<file path="config.mk">
export PLATFORM = sky130hd
export DESIGN_NAME = shift_add_mult_seq
export DESIGN_NICKNAME = d
export VERILOG_FILES = /design/src/rtl/shift_add_mult_seq.sv
export SDC_FILE = /design/constraint.sdc
export NUM_CORES = 1
export LEC_CHECK = 0
export CAP_MARGIN = 10
export CORE_MARGIN = 2
export CORE_UTILIZATION = 50
export CTS_BUF_LIST = sky130_fd_sc_hd__clkbuf_8
export DETAILED_ROUTE_END_ITERATION = 8
export PLACE_DENSITY = 0.9
export SETUP_SLACK_MARGIN = 0.4
export SYNTH_ARGS = -nofsm -noshare
export SYNTH_HDL_FRONTEND = slang
export SYNTH_SLANG_ARGS = --single-unit
</file>
<file path="constraint.sdc">
create_clock -name clk -period 1.9 [get_ports clk]
set_input_delay 0.285 -clock clk [delete_from_list [all_inputs] [get_ports clk]]
set_output_delay 0.285 -clock clk [all_outputs]
set_load 0.01 [all_outputs]
</file>
<file path="src/rtl/shift_add_mult_seq.sv">
// Sequential shift-and-add multiplier: WIDTH-bit operands, 2*WIDTH-bit product, WIDTH+1 cycles per multiply.
// Define SIGNED_MULT_EN for two's-complement operands; the default build is unsigned.
module shift_add_mult_seq #(
    parameter int WIDTH = 8
) (
    input  logic               clk,
    input  logic               rst,
    input  logic               start,
    input  logic [WIDTH-1:0]   a,
    input  logic [WIDTH-1:0]   b,
    output logic               busy,
    output logic               pronto,
    output logic [2*WIDTH-1:0] p
);

    localparam int CNT_W = $clog2(WIDTH + 1);

    typedef enum logic [1:0] {
        ST_IDLE = 2'd0,
        ST_CALC = 2'd1,
        ST_DONE = 2'd2
    } state_t;

    state_t             r_state;
    logic [WIDTH-1:0]   r_x;
    logic [WIDTH-1:0]   r_h;
    logic [WIDTH-1:0]   r_l;
    logic [CNT_W-1:0]   r_cnt;
    logic               r_busy;
    logic               r_pronto;
    logic [2*WIDTH-1:0] r_p;

    logic               w_last;
    logic [WIDTH:0]     w_s;
    logic [WIDTH-1:0]   w_h_nxt;
    logic [WIDTH-1:0]   w_l_nxt;

    assign w_last = (r_cnt == CNT_W'(WIDTH - 1));

    // One partial-product step; s keeps the carry (or sign) in bit WIDTH.
    always_comb begin
        w_s = {1'b0, r_h};
`ifdef SIGNED_MULT_EN
        // The multiplier's sign bit carries negative weight, hence the subtract on the last step.
        if (r_l[0]) begin
            if (w_last) begin
                w_s = {r_h[WIDTH-1], r_h} - {r_x[WIDTH-1], r_x};
            end else begin
                w_s = {r_h[WIDTH-1], r_h} + {r_x[WIDTH-1], r_x};
            end
        end else begin
            w_s = {r_h[WIDTH-1], r_h};
        end
`else
        if (r_l[0]) begin
            w_s = {1'b0, r_h} + {1'b0, r_x};
        end else begin
            w_s = {1'b0, r_h};
        end
`endif
        w_h_nxt = w_s[WIDTH:1];
        w_l_nxt = {w_s[0], r_l[WIDTH-1:1]};
    end

    // Control FSM and datapath registers; p is loaded only when DONE is entered.
    always_ff @(posedge clk) begin
        if (rst) begin
            r_state  <= ST_IDLE;
            r_x      <= '0;
            r_h      <= '0;
            r_l      <= '0;
            r_cnt    <= '0;
            r_busy   <= 1'b0;
            r_pronto <= 1'b0;
            r_p      <= '0;
        end else begin
            r_pronto <= 1'b0;
            case (r_state)
                ST_IDLE: begin
                    if (start) begin
                        r_x     <= a;
                        r_l     <= b;
                        r_h     <= '0;
                        r_cnt   <= '0;
                        r_busy  <= 1'b1;
                        r_state <= ST_CALC;
                    end else begin
                        r_state <= ST_IDLE;
                    end
                end
                ST_CALC: begin
                    r_h <= w_h_nxt;
                    r_l <= w_l_nxt;
                    if (w_last) begin
                        r_p      <= {w_h_nxt, w_l_nxt};
                        r_pronto <= 1'b1;
                        r_state  <= ST_DONE;
                    end else begin
                        r_cnt   <= r_cnt + CNT_W'(1);
                        r_state <= ST_CALC;
                    end
                end
                ST_DONE: begin
                    r_busy  <= 1'b0;
                    r_state <= ST_IDLE;
                end
                default: begin
                    r_busy  <= 1'b0;
                    r_state <= ST_IDLE;
                end
            endcase
        end
    end

    assign busy   = r_busy;
    assign pronto = r_pronto;
    assign p      = r_p;

endmodule

</file>
Word level (Yosys, flattened, before mapping):

Index checks and enable logic that the tools add are counted.

* register bits after elaboration: 48
* bits in latches: 0
* memory bits (writable): 0
* memory bits (read-only): 0
* bits of input ports: 19
* output and inout bits: 18
* logic and storage cells: 37
* memories kept: 0

* $add $sub $neg: 2
* multiply operators: 0
* divide/modulo/power cells: 0
* $lt $le $gt $ge: 0
* equal/unequal tests: 4
* shift-type cells: 0
* mux-type cells: 14
* bitwise logic cells: 1
* reduce and logical (&&, ||, !) cells: 8

Operators with widths (count)
* case mux 8 bit (2 select lines): 2
* 2-to-1 mux 8 bit: 2
* adder 8 x 8 -> 9 bit: 1
* 2-to-1 mux 9 bit: 1
* 2-to-1 mux 4 bit: 2
* case mux 4 bit (2 select lines): 1
* AND reduction 2 bit: 4
* adder 4 x 1 -> 4 bit, second input constant: 1
* == test 4 x 3 -> 1 bit, second input constant: 1
* inequality test 2 bit, second input constant: 2
* case mux 2 bit (2 select lines): 1
* 2-to-1 mux 1 bit: 3
* AND reduction 3 bit: 1
* == test 2 x 1 -> 1 bit, second input constant: 1
* zero test 2 bit: 1
* 2-to-1 mux 2 bit: 1
* case mux 1 bit (2 select lines): 1
* nonzero test 2 bit: 1
* OR reduction 2 bit: 1
* NOT 1 bit: 1

Longest topological paths before layout:

* word-level depth: 3
* depth in mapped cells: 8
* mapped depth without buffers: 8

Worst setup path before layout:

OpenSTA, ideal clock, no wires.

* kind: flip-flop to flip-flop
* start: register r_h[0]
* end: register r_p[13], in the netlist p[13]
* arrival time: 1.806 ns
* setup slack: -0.031 ns
* stages on the path, launching flop included: 9
* path buffers: 0
* clock period less this slack: 1.931 ns
* path through: dfxtp_1 > ha_1 > inv_1 > fa_1 > nor2b_1 > nor3_1 > o21a_1 > and3_1 > o41a_1

* word-level cells in the longest chain between the ends: 2

Ends and longest elaborated chain
* from (decl): line 26 `logic [WIDTH-1:0] r_h;`
* from (signal assigned): line 92 `r_h <= w_h_nxt;`
* adder 8 x 8 -> 9 bit: line 56 `w_s = {1'b0, r_h} + {1'b0, r_x};`
* 2-to-1 mux 9 bit: line 55 `if (r_l[0]) begin`
* to (signal assigned): line 95 `r_p <= {w_h_nxt, w_l_nxt};`
* to (decl): line 31 `logic [2*WIDTH-1:0] r_p;`

No other way between the ends.
A chain may end at the register's enable or synchronous reset.

Final worst setup path:

* start: register r_x[1]
* end: register r_p[13], in the netlist p[13]

* word-level cells in the longest chain between the ends: 2

Ends and longest elaborated chain
* from (decl): line 25 `logic [WIDTH-1:0] r_x;`
* from (signal assigned): line 69 `r_x <= '0;`
* from (signal assigned): line 81 `r_x <= a;`
* adder 8 x 8 -> 9 bit: line 56
* 2-to-1 mux 9 bit: line 55

No other way between the ends.

==> results_dict.tcl <==
set metrics [dict create \
    final_cells 379 \
    path_class "reg -> reg" \
    synth_top_area_cell "dfxtp_1" \
    post-route-util_pct 72.0 \
    dp_cells 361 \
    core_sq_um 4350 \
    syn_area_sq_um 2250 \
    arrival_ns 2.15 \
    pre_cts_slack_ns 0.0210 \
    grt_overflow 0 \
    clk_path_buf_depth 2 \
    clock_skew_ns 0.00553 \
    min_path_type "reg -> reg" \
    yosysWarnings 0 \
    ant_nets 0 \
    avgRoutedWirePerCell_microns 17.7 \
    clock-sinks 48 \
    cp_max_fo 3 \
    via_count 2316 \
    rsz0062_at_grt "yes" \
    n_antenna_cell 0 \
    grt_max_degree 52 \
    post-route-period-util_pct 103 \
    cts_hold_buf 0 \
    syn_nets 307 \
    drv_slew 0 \
    synth_top_area_share_pct 42.6 \
    synth-edff-count 0 \
    die-area_sq_um 5060 \
    worst_ep_required_time_ns 2.09 \
    post_drt_via_cell_ratio 6.11 \
    ys_top_cells_by_count "nand2_1, dfxtp_1, a21oi_1" \
    antenna_found_initial 0 \
    numPortBuffers 36 \
    met2_length_mm 3.30 \
    final_area_sq_um 3140 \
    drc 0 \
    synth_top_flop_cell "dfxtp_1" \
    netlist_instances 278 \
    maxCapViolCount 0 \
    powerDensity_nw_per_um2 625 \
    final_hold_viol_count 0 \
    clkTransAtPathRegs_ns 0.09 \
    totalWireLength_mm 6.72 \
    top_layer "met4" \
    htreeDepth 2 \
    clock_latency_ns 0.31 \
    violations "negative setup slack" \
    grt_pass1_wl_mm 9.16 \
    met3WireLength_microns 541 \
    cts_inserted_buffers 5 \
    max-vdd-ir-drop_v 0.000304 \
    postSynthAreaPerCell_sq_um 8.11 \
    holdWs_ns 0.460 \
    crit_path_end_kind "register" \
    multi_input_area_sq_um 1410 \
    grt_pass1_vias 2054 \
    die_x_microns 71.1 \
    fp.dieH_microns 71.1 \
    fin_tns_setup_ns -0.119 \
    status "finished, violations left" \
    crit_buf_inv 1 \
    ios 37 \
    regArea_sq_um 977 \
    row_count 24 \
    critPathSlowestCell "dfxtp_1" \
    crit_chain "inv_1 > fa_2 > nor2b_2 > nor3_2 > o21a_1 > and3_1 > o41a_1" \
    ys_ff_latch 48 \
    postPlaceCellArea_sq_um 2770 \
    initial_utilization_pct 51.8 \
    relSlewSlack_pct 63.1 \
    drive_gt1_share_pct 22.9 \
    gp_congestion 0.872 \
    hpwl_mm 3.66 \
    leakage_nw 1.22 \
    setup-violations-final 3 \
    postLayoutSetupSlackWorst_ns -0.0633 \
    yosysUniqueCellTypes 42 \
    synthArstFlopShare_pct 0 \
    cts-root-buf "clkbuf_8" \
    finalNetCount 356 \
    synth.most_common_cell "nand2_1" \
    synth_area_leaders "dfxtp_1, nand2_1, a21oi_1, ha_1, nor2_1" \
    p_total_mw 1.96 \
    first_pass_iters 5 \
    fillers 280 \
    drt_iter0_markers 309 \
    worstMarginPinSlew_ns 0.551 \
    syn2layout_area_growth_pct 39.2 \
    cpPeakStageDelay_ns 0.45 \
    critPathLaunchType "register" \
    period_needed_ns 1.96 \
    critical-path-top-delay-family "compound AO/OA/AOI/OAI gates" \
    tritoncts "built" \
    ys_seq_area_share_pct 42.6 \
    grt_usage_pct 22.6 \
    routedLengthMet1_mm 2.66 \
    max_freq_mhz 509 \
]
## worst register-to-register path, stage by stage, from the launching register on
cell and delay (ns):
dfxtp_1 0.45, inv_1 0.10, fa_2 0.41, nor2b_2 0.16, nor3_2 0.07, o21a_1 0.19, and3_1 0.17, o41a_1 0.31
## power by group
part	switching [mW]	internal [mW]	total (mW)
Combinational	0.148	0.136	0.284
Sequential	0.0456	1.04	1.09
Clock	0.342	0.246	0.588
Total	0.536	1.42	1.96
## per-layer routing
metal | GRT usage, % | up-vias
met2 | 38.9 | 143
met3 | 4.42 | 27
met4 | 7.34 | 0
met1 | 28.3 | 1083
li1 | - | 1063
met5 | 0 | -
## final cells by class
class	count	share of cell area, %
inverters	5	0.598
flip-flops and latches	48	31.2
repair buffers	61	18.9
multi-input cells	206	44.8
clock buffers	5	2.19
clock inverters	2	0.279
well taps	52	2.07
## layout by cell type, fill, tap and decap left out, types with 2 or more instances in the layout
cell type,netlist,layout
nor3b_1,2,2
dfxtp_1,48,35
dlymetal6s2s_1,0,7
a311oi_1,8,8
a21oi_1,33,31
clkbuf_8,0,5
inv_1,5,5
a211oi_2,0,2
nor2b_2,0,2
o41a_1,2,2
o21a_1,3,3
o21ai_0,7,2
mux2i_1,4,2
ha_4,0,7
nor2_1,28,28
nand3_1,4,4
nand3b_1,3,3
xor2_1,3,3
nor2b_1,6,4
buf_6,0,4
nand2_1,53,53
a211oi_1,5,2
nor3_2,1,2
dfxtp_2,0,13
nor3_1,5,4
nand2b_1,8,7
buf_4,1,20
o211ai_1,4,4
o21ai_2,0,4
clkdlybuf4s50_1,0,29
mux2i_2,0,2
## repair_timing
item	in CTS	in global routing
pin swaps	4	16
gates resized for setup	17	38
buffers inserted	4	7
setup endpoints to repair	27	42
## registers in the layout, summed over array words and instances (netlist names)
name and cells:
r_cnt 4, busy 1, r_x 8, pronto 1, p 16, r_state 2, r_h 8, r_l 8
## worst paths after layout
kind	to	depth (start not counted)	startpoint	slack, ns
max	p[13]	7	r_x[1]	-0.06
min	p[1]	2	p[1]	0.46
max reg2reg	p[13]	7	r_x[1]	-0.06
min reg2reg	p[1]	2	p[1]	0.46
## cells by family after synthesis
| group | after synthesis | synth area share, % |
|---|---|---|
| AO/OA/AOI/OAI | 70 | 19.8 |
| XOR/XNOR | 5 | 1.94 |
| adder cells (fa/ha/maj) | 10 | 5.89 |
| buffers and inverters | 24 | 4.33 |
| flip-flops | 48 | 42.6 |
| multiplexers | 4 | 1.78 |
| AND/OR/NAND/NOR | 117 | 23.6 |
Note: power is estimated with default switching activity, not from simulation.
